## src/rtl/audio_spi_pkg.sv

```systemverilog
// Shared constants and types for the audio codec SPI register responder.
package audio_spi_pkg;

  localparam int ADDR_W     = 7;
  localparam int DATA_W     = 8;
  localparam int FRAME_BITS = 16;
  localparam int REG_NUM    = 128;
  localparam int BIT_CNT_W  = $clog2(FRAME_BITS + 1);

  // Index of each SPI pin in the synchroniser bank
  localparam int NUM_PINS = 3;
  localparam int PIN_CS   = 0;
  localparam int PIN_SCLK = 1;
  localparam int PIN_DIN  = 2;

  typedef enum logic [1:0] {
    IDLE    = 2'd0,
    SHIFT   = 2'd1,
    WAIT_CS = 2'd2
  } state_t;

  // Bit-count literal of the counter's width, for readable comparisons
  function automatic logic [BIT_CNT_W-1:0] bit_cnt_of(input int n);
    return BIT_CNT_W'(n);
  endfunction

endpackage

```

## src/rtl/spi_pin_sync.sv

```systemverilog
// Two-flop synchroniser for one asynchronous SPI pin, followed by an edge
// register that produces the delayed level plus one-cycle rise/fall pulses.
// The level output and the pulses change on the same clock edge, so a
// consumer sees a fall pulse exactly when the level first reads low.
module spi_pin_sync (
  input  logic clk,
  input  logic srst,
  input  logic pin,
  output logic level,
  output logic rise,
  output logic fall
);

  logic meta_reg;
  logic sync_reg;
  logic prev_reg;

  // Synchroniser chain; left unreset so it follows the pin through reset and
  // a pin already low at reset release produces no spurious edge.
  always_ff @(posedge clk) begin
    meta_reg <= pin;
    sync_reg <= meta_reg;
    prev_reg <= sync_reg;
  end

  // Edge pulses, registered alongside the delayed level
  always_ff @(posedge clk) begin
    if (srst) begin
      rise <= 1'b0;
      fall <= 1'b0;
    end else begin
      rise <= sync_reg & ~prev_reg;
      fall <= ~sync_reg & prev_reg;
    end
  end

  assign level = prev_reg;

endmodule

```

## src/rtl/audio_spi_reg_slave.sv

```systemverilog
// SPI responder for the codec's 16-bit register port: {addr[6:0], rw, data[7:0]},
// MSB first, sampled on SCLK falls. Writes land in a 128 x 8 register file that
// is also visible to the host through iRD_ADDR/oRD_DATA.
// Optional feature macro: AUDIO_SPI_SLAVE_READBACK_EN (read frames shift the
// addressed register out on oDOUT; when undefined oDOUT is held at 0).
module audio_spi_reg_slave
  import audio_spi_pkg::*;
#(
  parameter logic [DATA_W-1:0] RST_VAL  = 8'h00,
  parameter int                MIN_HALF = 4
) (
  input  logic              iCLK_50,
  input  logic              iRESET,
  input  logic              iCS_n,
  input  logic              iSCLK,
  input  logic              iDIN,
  output logic              oDOUT,
  input  logic [ADDR_W-1:0] iRD_ADDR,
  output logic [DATA_W-1:0] oRD_DATA,
  output logic              oWR_STB,
  output logic [ADDR_W-1:0] oWR_ADDR,
  output logic [DATA_W-1:0] oWR_DATA,
  output logic              oFRAME_ERR,
  output logic [7:0]        oWR_CNT
);

  // The edge pipeline needs at least two cycles per SCLK half to keep edges
  // apart; MIN_HALF is the guaranteed margin above that.
  localparam bit min_half_ok_unused = (MIN_HALF >= 2);

  // ---------------------------------------------------------------------------
  // Pin synchronisers
  // ---------------------------------------------------------------------------
  logic [NUM_PINS-1:0] pin_raw;
  logic [NUM_PINS-1:0] pin_level;
  logic [NUM_PINS-1:0] pin_rise;
  logic [NUM_PINS-1:0] pin_fall;

  assign pin_raw[PIN_CS]   = iCS_n;
  assign pin_raw[PIN_SCLK] = iSCLK;
  assign pin_raw[PIN_DIN]  = iDIN;

  for (genvar gi = 0; gi < NUM_PINS; gi++) begin : g_pin
    spi_pin_sync pin_sync_inst (
      .clk   (iCLK_50),
      .srst  (iRESET),
      .pin   (pin_raw[gi]),
      .level (pin_level[gi]),
      .rise  (pin_rise[gi]),
      .fall  (pin_fall[gi])
    );
  end

  logic cs_level;
  logic cs_rise;
  logic cs_fall;
  logic sclk_rise;
  logic sclk_fall;
  logic din_level;

  assign cs_level  = pin_level[PIN_CS];
  assign cs_rise   = pin_rise[PIN_CS];
  assign cs_fall   = pin_fall[PIN_CS];
  assign sclk_rise = pin_rise[PIN_SCLK];
  assign sclk_fall = pin_fall[PIN_SCLK];
  assign din_level = pin_level[PIN_DIN];

  // ---------------------------------------------------------------------------
  // Frame state
  // ---------------------------------------------------------------------------
  state_t                  state;
  logic [BIT_CNT_W-1:0]    bit_cnt;
  logic [FRAME_BITS-2:0]   shift_reg;
  logic                    wr_stb_reg;
  logic                    frame_err_reg;
  logic [ADDR_W-1:0]       wr_addr_reg;
  logic [DATA_W-1:0]       wr_data_reg;
  logic [7:0]              wr_cnt_reg;
  logic [DATA_W-1:0]       reg_file [REG_NUM];

  logic [FRAME_BITS-1:0]   next_frame;
  logic                    frame_done;
  logic                    commit;
  logic [ADDR_W-1:0]       commit_addr;
  logic [DATA_W-1:0]       commit_data;

  // Frame as it will look once the bit arriving this cycle is shifted in
  always_comb begin
    next_frame  = {shift_reg, din_level};
    frame_done  = (state == SHIFT) && sclk_fall &&
                  (bit_cnt == bit_cnt_of(FRAME_BITS - 1));
    commit      = frame_done && !next_frame[DATA_W];
    commit_addr = next_frame[FRAME_BITS-1 -: ADDR_W];
    commit_data = next_frame[DATA_W-1:0];
  end

  // Frame FSM: bit collection, write commit, abort detection, write counters
  always_ff @(posedge iCLK_50) begin
    if (iRESET) begin
      state         <= IDLE;
      bit_cnt       <= '0;
      shift_reg     <= '0;
      wr_stb_reg    <= 1'b0;
      frame_err_reg <= 1'b0;
      wr_addr_reg   <= '0;
      wr_data_reg   <= '0;
      wr_cnt_reg    <= '0;
    end else begin
      wr_stb_reg    <= 1'b0;
      frame_err_reg <= 1'b0;
      case (state)
        IDLE: begin
          bit_cnt <= '0;
          if (cs_fall) begin
            state <= SHIFT;
          end else if (!cs_level) begin
            // CS was already low without a visible edge (e.g. held through
            // reset): sit out the rest of that frame.
            state <= WAIT_CS;
          end
        end
        SHIFT: begin
          if (sclk_fall) begin
            shift_reg <= next_frame[FRAME_BITS-2:0];
            bit_cnt   <= bit_cnt + bit_cnt_of(1);
          end
          if (frame_done) begin
            if (commit) begin
              wr_stb_reg  <= 1'b1;
              wr_addr_reg <= commit_addr;
              wr_data_reg <= commit_data;
              wr_cnt_reg  <= wr_cnt_reg + 8'd1;
            end
            // A CS rise coinciding with the last fall has already happened,
            // so there is nothing left to wait for.
            state <= cs_rise ? IDLE : WAIT_CS;
          end else if (cs_rise) begin
            frame_err_reg <= 1'b1;
            state         <= IDLE;
          end
        end
        WAIT_CS: begin
          if (cs_level) begin
            state <= IDLE;
          end
        end
        default: state <= IDLE;
      endcase
    end
  end

  // Register file: reset to RST_VAL, written once per committed frame
  always_ff @(posedge iCLK_50) begin
    if (iRESET) begin
      for (int i = 0; i < REG_NUM; i++) begin
        reg_file[i] <= RST_VAL;
      end
    end else if (commit) begin
      reg_file[commit_addr] <= commit_data;
    end
  end

  assign oRD_DATA   = reg_file[iRD_ADDR];
  assign oWR_STB    = wr_stb_reg;
  assign oWR_ADDR   = wr_addr_reg;
  assign oWR_DATA   = wr_data_reg;
  assign oFRAME_ERR = frame_err_reg;
  assign oWR_CNT    = wr_cnt_reg;

  // ---------------------------------------------------------------------------
  // Read-back path
  // ---------------------------------------------------------------------------
`ifdef AUDIO_SPI_SLAVE_READBACK_EN
  logic [DATA_W-1:0] tx_reg;
  logic              rw_reg;
  logic              dout_reg;

  // Load tx on the 8th fall of a read, then present one bit per SCLK rise
  // on the rises that precede sampled bits 9..16
  always_ff @(posedge iCLK_50) begin
    if (iRESET) begin
      tx_reg   <= '0;
      rw_reg   <= 1'b0;
      dout_reg <= 1'b0;
    end else if (state == SHIFT) begin
      if (sclk_fall && (bit_cnt == bit_cnt_of(ADDR_W))) begin
        rw_reg <= next_frame[0];
        tx_reg <= reg_file[next_frame[ADDR_W:1]];
      end else if (sclk_rise && rw_reg && (bit_cnt >= bit_cnt_of(ADDR_W + 1))) begin
        dout_reg <= tx_reg[DATA_W-1];
        tx_reg   <= {tx_reg[DATA_W-2:0], 1'b0};
      end
    end else if ((state == IDLE) || cs_level) begin
      rw_reg   <= 1'b0;
      dout_reg <= 1'b0;
    end
  end

  assign oDOUT = dout_reg;

  logic pins_unused;
  assign pins_unused = pin_level[PIN_SCLK] | pin_rise[PIN_DIN] | pin_fall[PIN_DIN];
`else
  assign oDOUT = 1'b0;

  logic pins_unused;
  assign pins_unused = pin_level[PIN_SCLK] | pin_rise[PIN_DIN] | pin_fall[PIN_DIN] |
                       sclk_rise;
`endif

endmodule

```

## config.mk

```make
export PLATFORM = sky130hd
export DESIGN_NAME = audio_spi_reg_slave
export DESIGN_NICKNAME = d
export VERILOG_FILES = /design/src/rtl/audio_spi_pkg.sv /design/src/rtl/spi_pin_sync.sv /design/src/rtl/audio_spi_reg_slave.sv
export SDC_FILE = /design/constraint.sdc
export NUM_CORES = 2
export LEC_CHECK = 0
export CAP_MARGIN = 20
export CORE_MARGIN = 3
export CORE_UTILIZATION = 45
export DETAILED_ROUTE_END_ITERATION = 12
export PLACE_DENSITY = 0.67
export SYNTH_ARGS = -nofsm -noshare
export SYNTH_HDL_FRONTEND = slang
export SYNTH_SLANG_ARGS = --single-unit
```

## constraint.sdc

```tcl
create_clock -name iCLK_50 -period 4.2 [get_ports iCLK_50]
set_input_delay 0.84 -clock iCLK_50 [delete_from_list [all_inputs] [get_ports iCLK_50]]
set_output_delay 0.84 -clock iCLK_50 [all_outputs]
set_load 0.02 [all_outputs]
```

== Word level (Yosys, flattened, before mapping) ==
Memories as Yosys holds them, arrays and structs flattened.
Cells that the tools add are included.

* Flip-flop bits (word level): 59
* Memories: 1
* RAM bits: 1024
* Input bits: 12
* Output and inout bits: 34

* Add/sub/neg operators: 2
* Equality and inequality tests: 7
* Reduce and logical (&&, ||, !) cells: 13
* Multiplexer cells: 18
* Bitwise operators: 8

{| class="wikitable"
|+ Memories
! memory !! words !! width !! read ports !! clocked after Yosys merged registers in !! write ports !! RTL line !! RTL
|-
| reg_file || 128 || 8 || 1 || 0 || 128 || audio_spi_reg_slave.sv:79 || <nowiki>logic [DATA_W-1:0] reg_file [REG_NUM];</nowiki>
|}

{| class="wikitable"
|+ Operators by type and width
! operator !! number
|-
| $mux W2 || 6
|-
| $pmux W5 S2 || 1
|-
| $add A8 B1 Y8 const B || 1
|-
| $mux W8 || 1
|-
| $reduce_or A8 Y1 || 1
|-
| $mux W1 || 7
|-
| $mux W7 || 1
|-
| $ne A3 B2 Y1 const B || 2
|-
| $pmux W2 S3 || 1
|-
| $reduce_and A3 Y1 || 2
|-
| $reduce_or A3 Y1 || 2
|-
| $add A5 B1 Y5 const B || 1
|-
| $eq A5 B4 Y1 const B || 1
|-
| $mux W5 || 1
|-
| $not A1 Y1 || 5
|-
| $ne A2 B1 Y1 const B || 2
|-
| $reduce_and A2 Y1 || 2
|-
| $and A1 B1 Y1 || 3
|-
| $logic_and A1 B1 Y1 || 3
|-
| $eq A2 B1 Y1 const B || 1
|-
| $eq A2 B2 Y1 const B || 1
|-
| $logic_not A2 Y1 || 1
|-
| $reduce_bool A2 Y1 || 1
|-
| $logic_not A1 Y1 || 1
|}

== Logic depth before layout (Yosys ltp) ==
* Word-level depth: 9
* Gate-level depth with buffers: 10
* Mapped depth without buffers: 7

== Hierarchy ==
From an unflattened synthesis, not the netlist that was laid out.

* Cells, all modules: 3148
* Area, all modules: 49322.3 sq um

{| class="wikitable"
|+ By module, submodules not included
! module !! area an instance (sq um) !! cells each !! times used !! seq. area each (sq um)
|-
| audio_spi_reg_slave || 48977.0 || 3127 || 1 || 31690.4
|-
| spi_pin_sync || 115.1 || 7 || 3 || 100.1
|}

== Worst setup path after synthesis ==
No wires, ideal clock.

* Path type: in2out
* Start: input iRD_ADDR[0]
* End: output oRD_DATA[0]
* Data required time: 3.360 ns
* Stages on the path: 6
* Path buffers: 2
* Setup slack: 0.066 ns
* Arrival time: 3.294 ns
* Cell sequence: clkbuf_1 clkbuf_1 mux4_2 mux4_2 mux4_2 mux2_2

* Cells in the longest elaborated chain, start to end: 1

{| class="wikitable"
|+ RTL lines
! what !! RTL line !! RTL
|-
| from (decl) || audio_spi_reg_slave.sv:18 || <nowiki>input logic [ADDR_W-1:0] iRD_ADDR,</nowiki>
|-
| $mem_v2 Z128 W8 || - ||
|-
| to (decl) || audio_spi_reg_slave.sv:19 || <nowiki>output logic [DATA_W-1:0] oRD_DATA,</nowiki>
|}

Every way passes these cells.

== Worst setup path after layout ==
* Start: input iRD_ADDR[0]
* End: output oRD_DATA[5]

The elaborated chain is that of the path after synthesis.

==> qor.yml <==
outcome:
  violations: "negative setup slack"
  status: "complete, but fails checks"
yosys:
  synth_top_area_share: 0.6235
  ys_seq_area_frac: 0.6475
  yosys_register_bits: 1083
  syn_avg_cell_area_um2: 15.63
  yosys_warnings: 0
  synthTopCellsByArea: "edfxtp_1, mux4_2, and2_1"
  synthesis.area_mm2: 0.04931
  synth_cell_types: 40
  synth_edf_count: 1024
  synth.largest_area_cell: "edfxtp_1"
  synthArstFlopShare: 0
  syn_inst: 3155
  synth_ff_type: "edfxtp_1"
  synth_nets: 3170
clock_network:
  clk_latency_ps: 710
  clock_sinks: 1083
  ctsHoldBuffers: 0
  clkTransAtPathRegs_ps: 60
  cts_buffers: 109
  cts_root_buf: "clkbuf_16"
  clockBufferDepth: 3
  cts_htree_levels: 3
  cts_tree: "done"
placed_design:
  place_congestion: 0.8435
  dp_hpwl_um: 77970
  portBuffers: 44
critical_path:
  cp_max_fo: 7
  crit_type: "in2out"
  worstSetupStartpointType: "input pin"
  path_buf_inv: 4
  crit_family: "multiplexers"
  slowest_stage: "mux4_2"
  cp_data_arrival_time_ps: 3470
  worstPathRequired_ps: 3360
  slowest_delay_ps: 560
  end_kind: "primary output"
  path_cells: "buf_16, buf_12, clkbuf_16, mux4_2, mux4_2, mux4_2, mux2_4, buf_6"
  crit_top_cell: "mux4_2"
cells_and_area:
  final_nets: 3218
  ff_latch_area_mm2: 0.03196
  drive_above_1_share: 0.2448
  mostFrequentLayoutCells: "and2_1, edfxtp_1, mux4_2"
  syn_to_final_growth_pct: 13.46
  final_common_cell: "and2_1"
  multi_input_area_mm2: 0.01641
  largest_reg_flops: 1024
  n_antenna_cell: 0
  nFillCells: 8589
power_and_ir_drop:
  powerDensity_mw_per_mm2: 423.7
  power.leakage_nw: 19.73
  switching_share: 0.2182
  cellInternalPower_mw: 18.53
  pwr-share-seq: 0.519
  p_clk_frac: 0.417
  peakVddDrop_mv: 0.3317
  netSwitchingPower_mw: 5.172
  pwr-share-comb: 0.064
  p_total_mw: 23.71
global_route:
  grt_use_total: 0.2217
  grt_pass1_wl_um: 183200
  grt_pass1_vias: 26300
  grt_max_degree: 96
  grt_overflow_total: 0
  grt_antenna_before_repair: 3
timing:
  fmax_ghz: 0.2322
  tightest_slew_ps: 1131
  min_period_ps: 4307
  fin_ws_ps: -106.9
  finalCritPeriodShare: 1.025
  rsz0062_at_grt: "true"
  slew_violations: 0
  setup-tns-final_ps: -768.7
  relSlewSlack: 0.2462
  fin_skew_ps: 44.01
  setup_viol: 8
  hold_viol: 0
detailed_routing:
  drt-initial-drc-count: 2994
  vias: 26920
  drtAntennaViolNets: 0
  drt_wl_total_um: 125000
  drc: 0
  avgRoutedWirePerCell_um: 26.60
  vias_per_cell: 5.729
  first_pass_iters: 7
floorplan:
  core_area_mm2: 0.1080
  fp.dieArea_mm2: 0.1136
  fp.dieH_um: 337.0
  die_x_um: 337.0
  io_pins: 46
  core.rowCount: 120
  start_util: 0.4568
job:
  max_cap_viol_count: 0
worst_hold_path:
  worst_hold_path_type: "reg2reg"
## final timing paths
path,startpoint,cells after the start,to,slack [ps]
setup / recovery,iRD_ADDR[0],8,oRD_DATA[5],-110
setup reg to reg,bit_cnt[0],8,reg_file[45][0],420
hold reg to reg,g_pin[2].pin_sync_inst.sync_reg,0,g_pin[2].pin_sync_inst.level,320
hold / removal,g_pin[2].pin_sync_inst.sync_reg,0,g_pin[2].pin_sync_inst.level,320
## layout make-up
class                           count  share of cell area
Timing Repair Buffer              177             0.03893
Sequential cell                  1083              0.5712
Inverter                            7           0.0004696
Multi-Input combinational cell   1825              0.2933
Clock buffer                      132             0.05094
Clock inverter                     73             0.01380
Tap cell                         1403             0.03137
## through the flow
step | instances | cell area [µm²] | utilization | worst slack [ps] | hold WS, ps
finish | 4700 | 55950 | 0.5183 | -106.9 | 324.3
global route | 4700 | 55950 | 0.5183 | -125.5 | 339.7
CTS | 4696 | 55840 | 0.5173 | -86.30 | 324.7
detailed placement | 4480 | 51860 | 0.4804 | -623.3 | 311.8
global placement | 4480 | 51860 | 0.4804 | -645.2 | 310.6
floorplan | 3155 | 49310 | - | 66.07 | 309.6
## cell families after synthesis
family,after synthesis,synth area share
multiplexers,344,0.1553
other,1,0.00007604
AND/OR/NAND/NOR,1425,0.1699
adder cells (fa/ha/maj),3,0.0007612
XOR/XNOR,7,0.001243
AO/OA/AOI/OAI,45,0.004948
buffers and inverters,247,0.02035
flip-flops,1083,0.6475
## power by group through the flow
stage	registers (mW)	clock network, mW	logic (mW)
3_5_place_dp	12.5	0	1.43
3_3_place_gp	12.5	0	1.42
2_1_floorplan	12.4	0	0.939
5_1_grt	12.3	10.5	1.57
6_report	12.3	9.88	1.51
4_1_cts	12.3	10.0	1.50
## per-layer routing
layer	routed length [µm]	part of all wire	track usage	up-vias
li1	-	-	-	11690
met3	10820	0.087	0.04357	166
met5	14	0.00011	0	-
met2	57720	0.46	0.3392	1163
met4	2536	0.020	0.05020	2
met1	53930	0.43	0.3304	13900
## cell usage after synthesis (4+ instances only)
cell type  number
mux4_2        336
nor2b_1         7
nand2_1        78
or4_1           9
clkbuf_1      189
a21oi_1        36
buf_2          13
xnor2_1         6
buf_1          23
buf_4          14
nand3_1         8
mux2_2          8
nor2_1        142
or2_2         130
edfxtp_1     1024
and2_1       1025
nor3_1          5
inv_1           7
dfxtp_1        59
nor4_1          4
## timing repair
item,in CTS,in global routing
cloned,8,3
setup endpoints to repair,8,8
setup buffers,3,0
resized for setup,82,6
(Power assumes the default switching activity.)
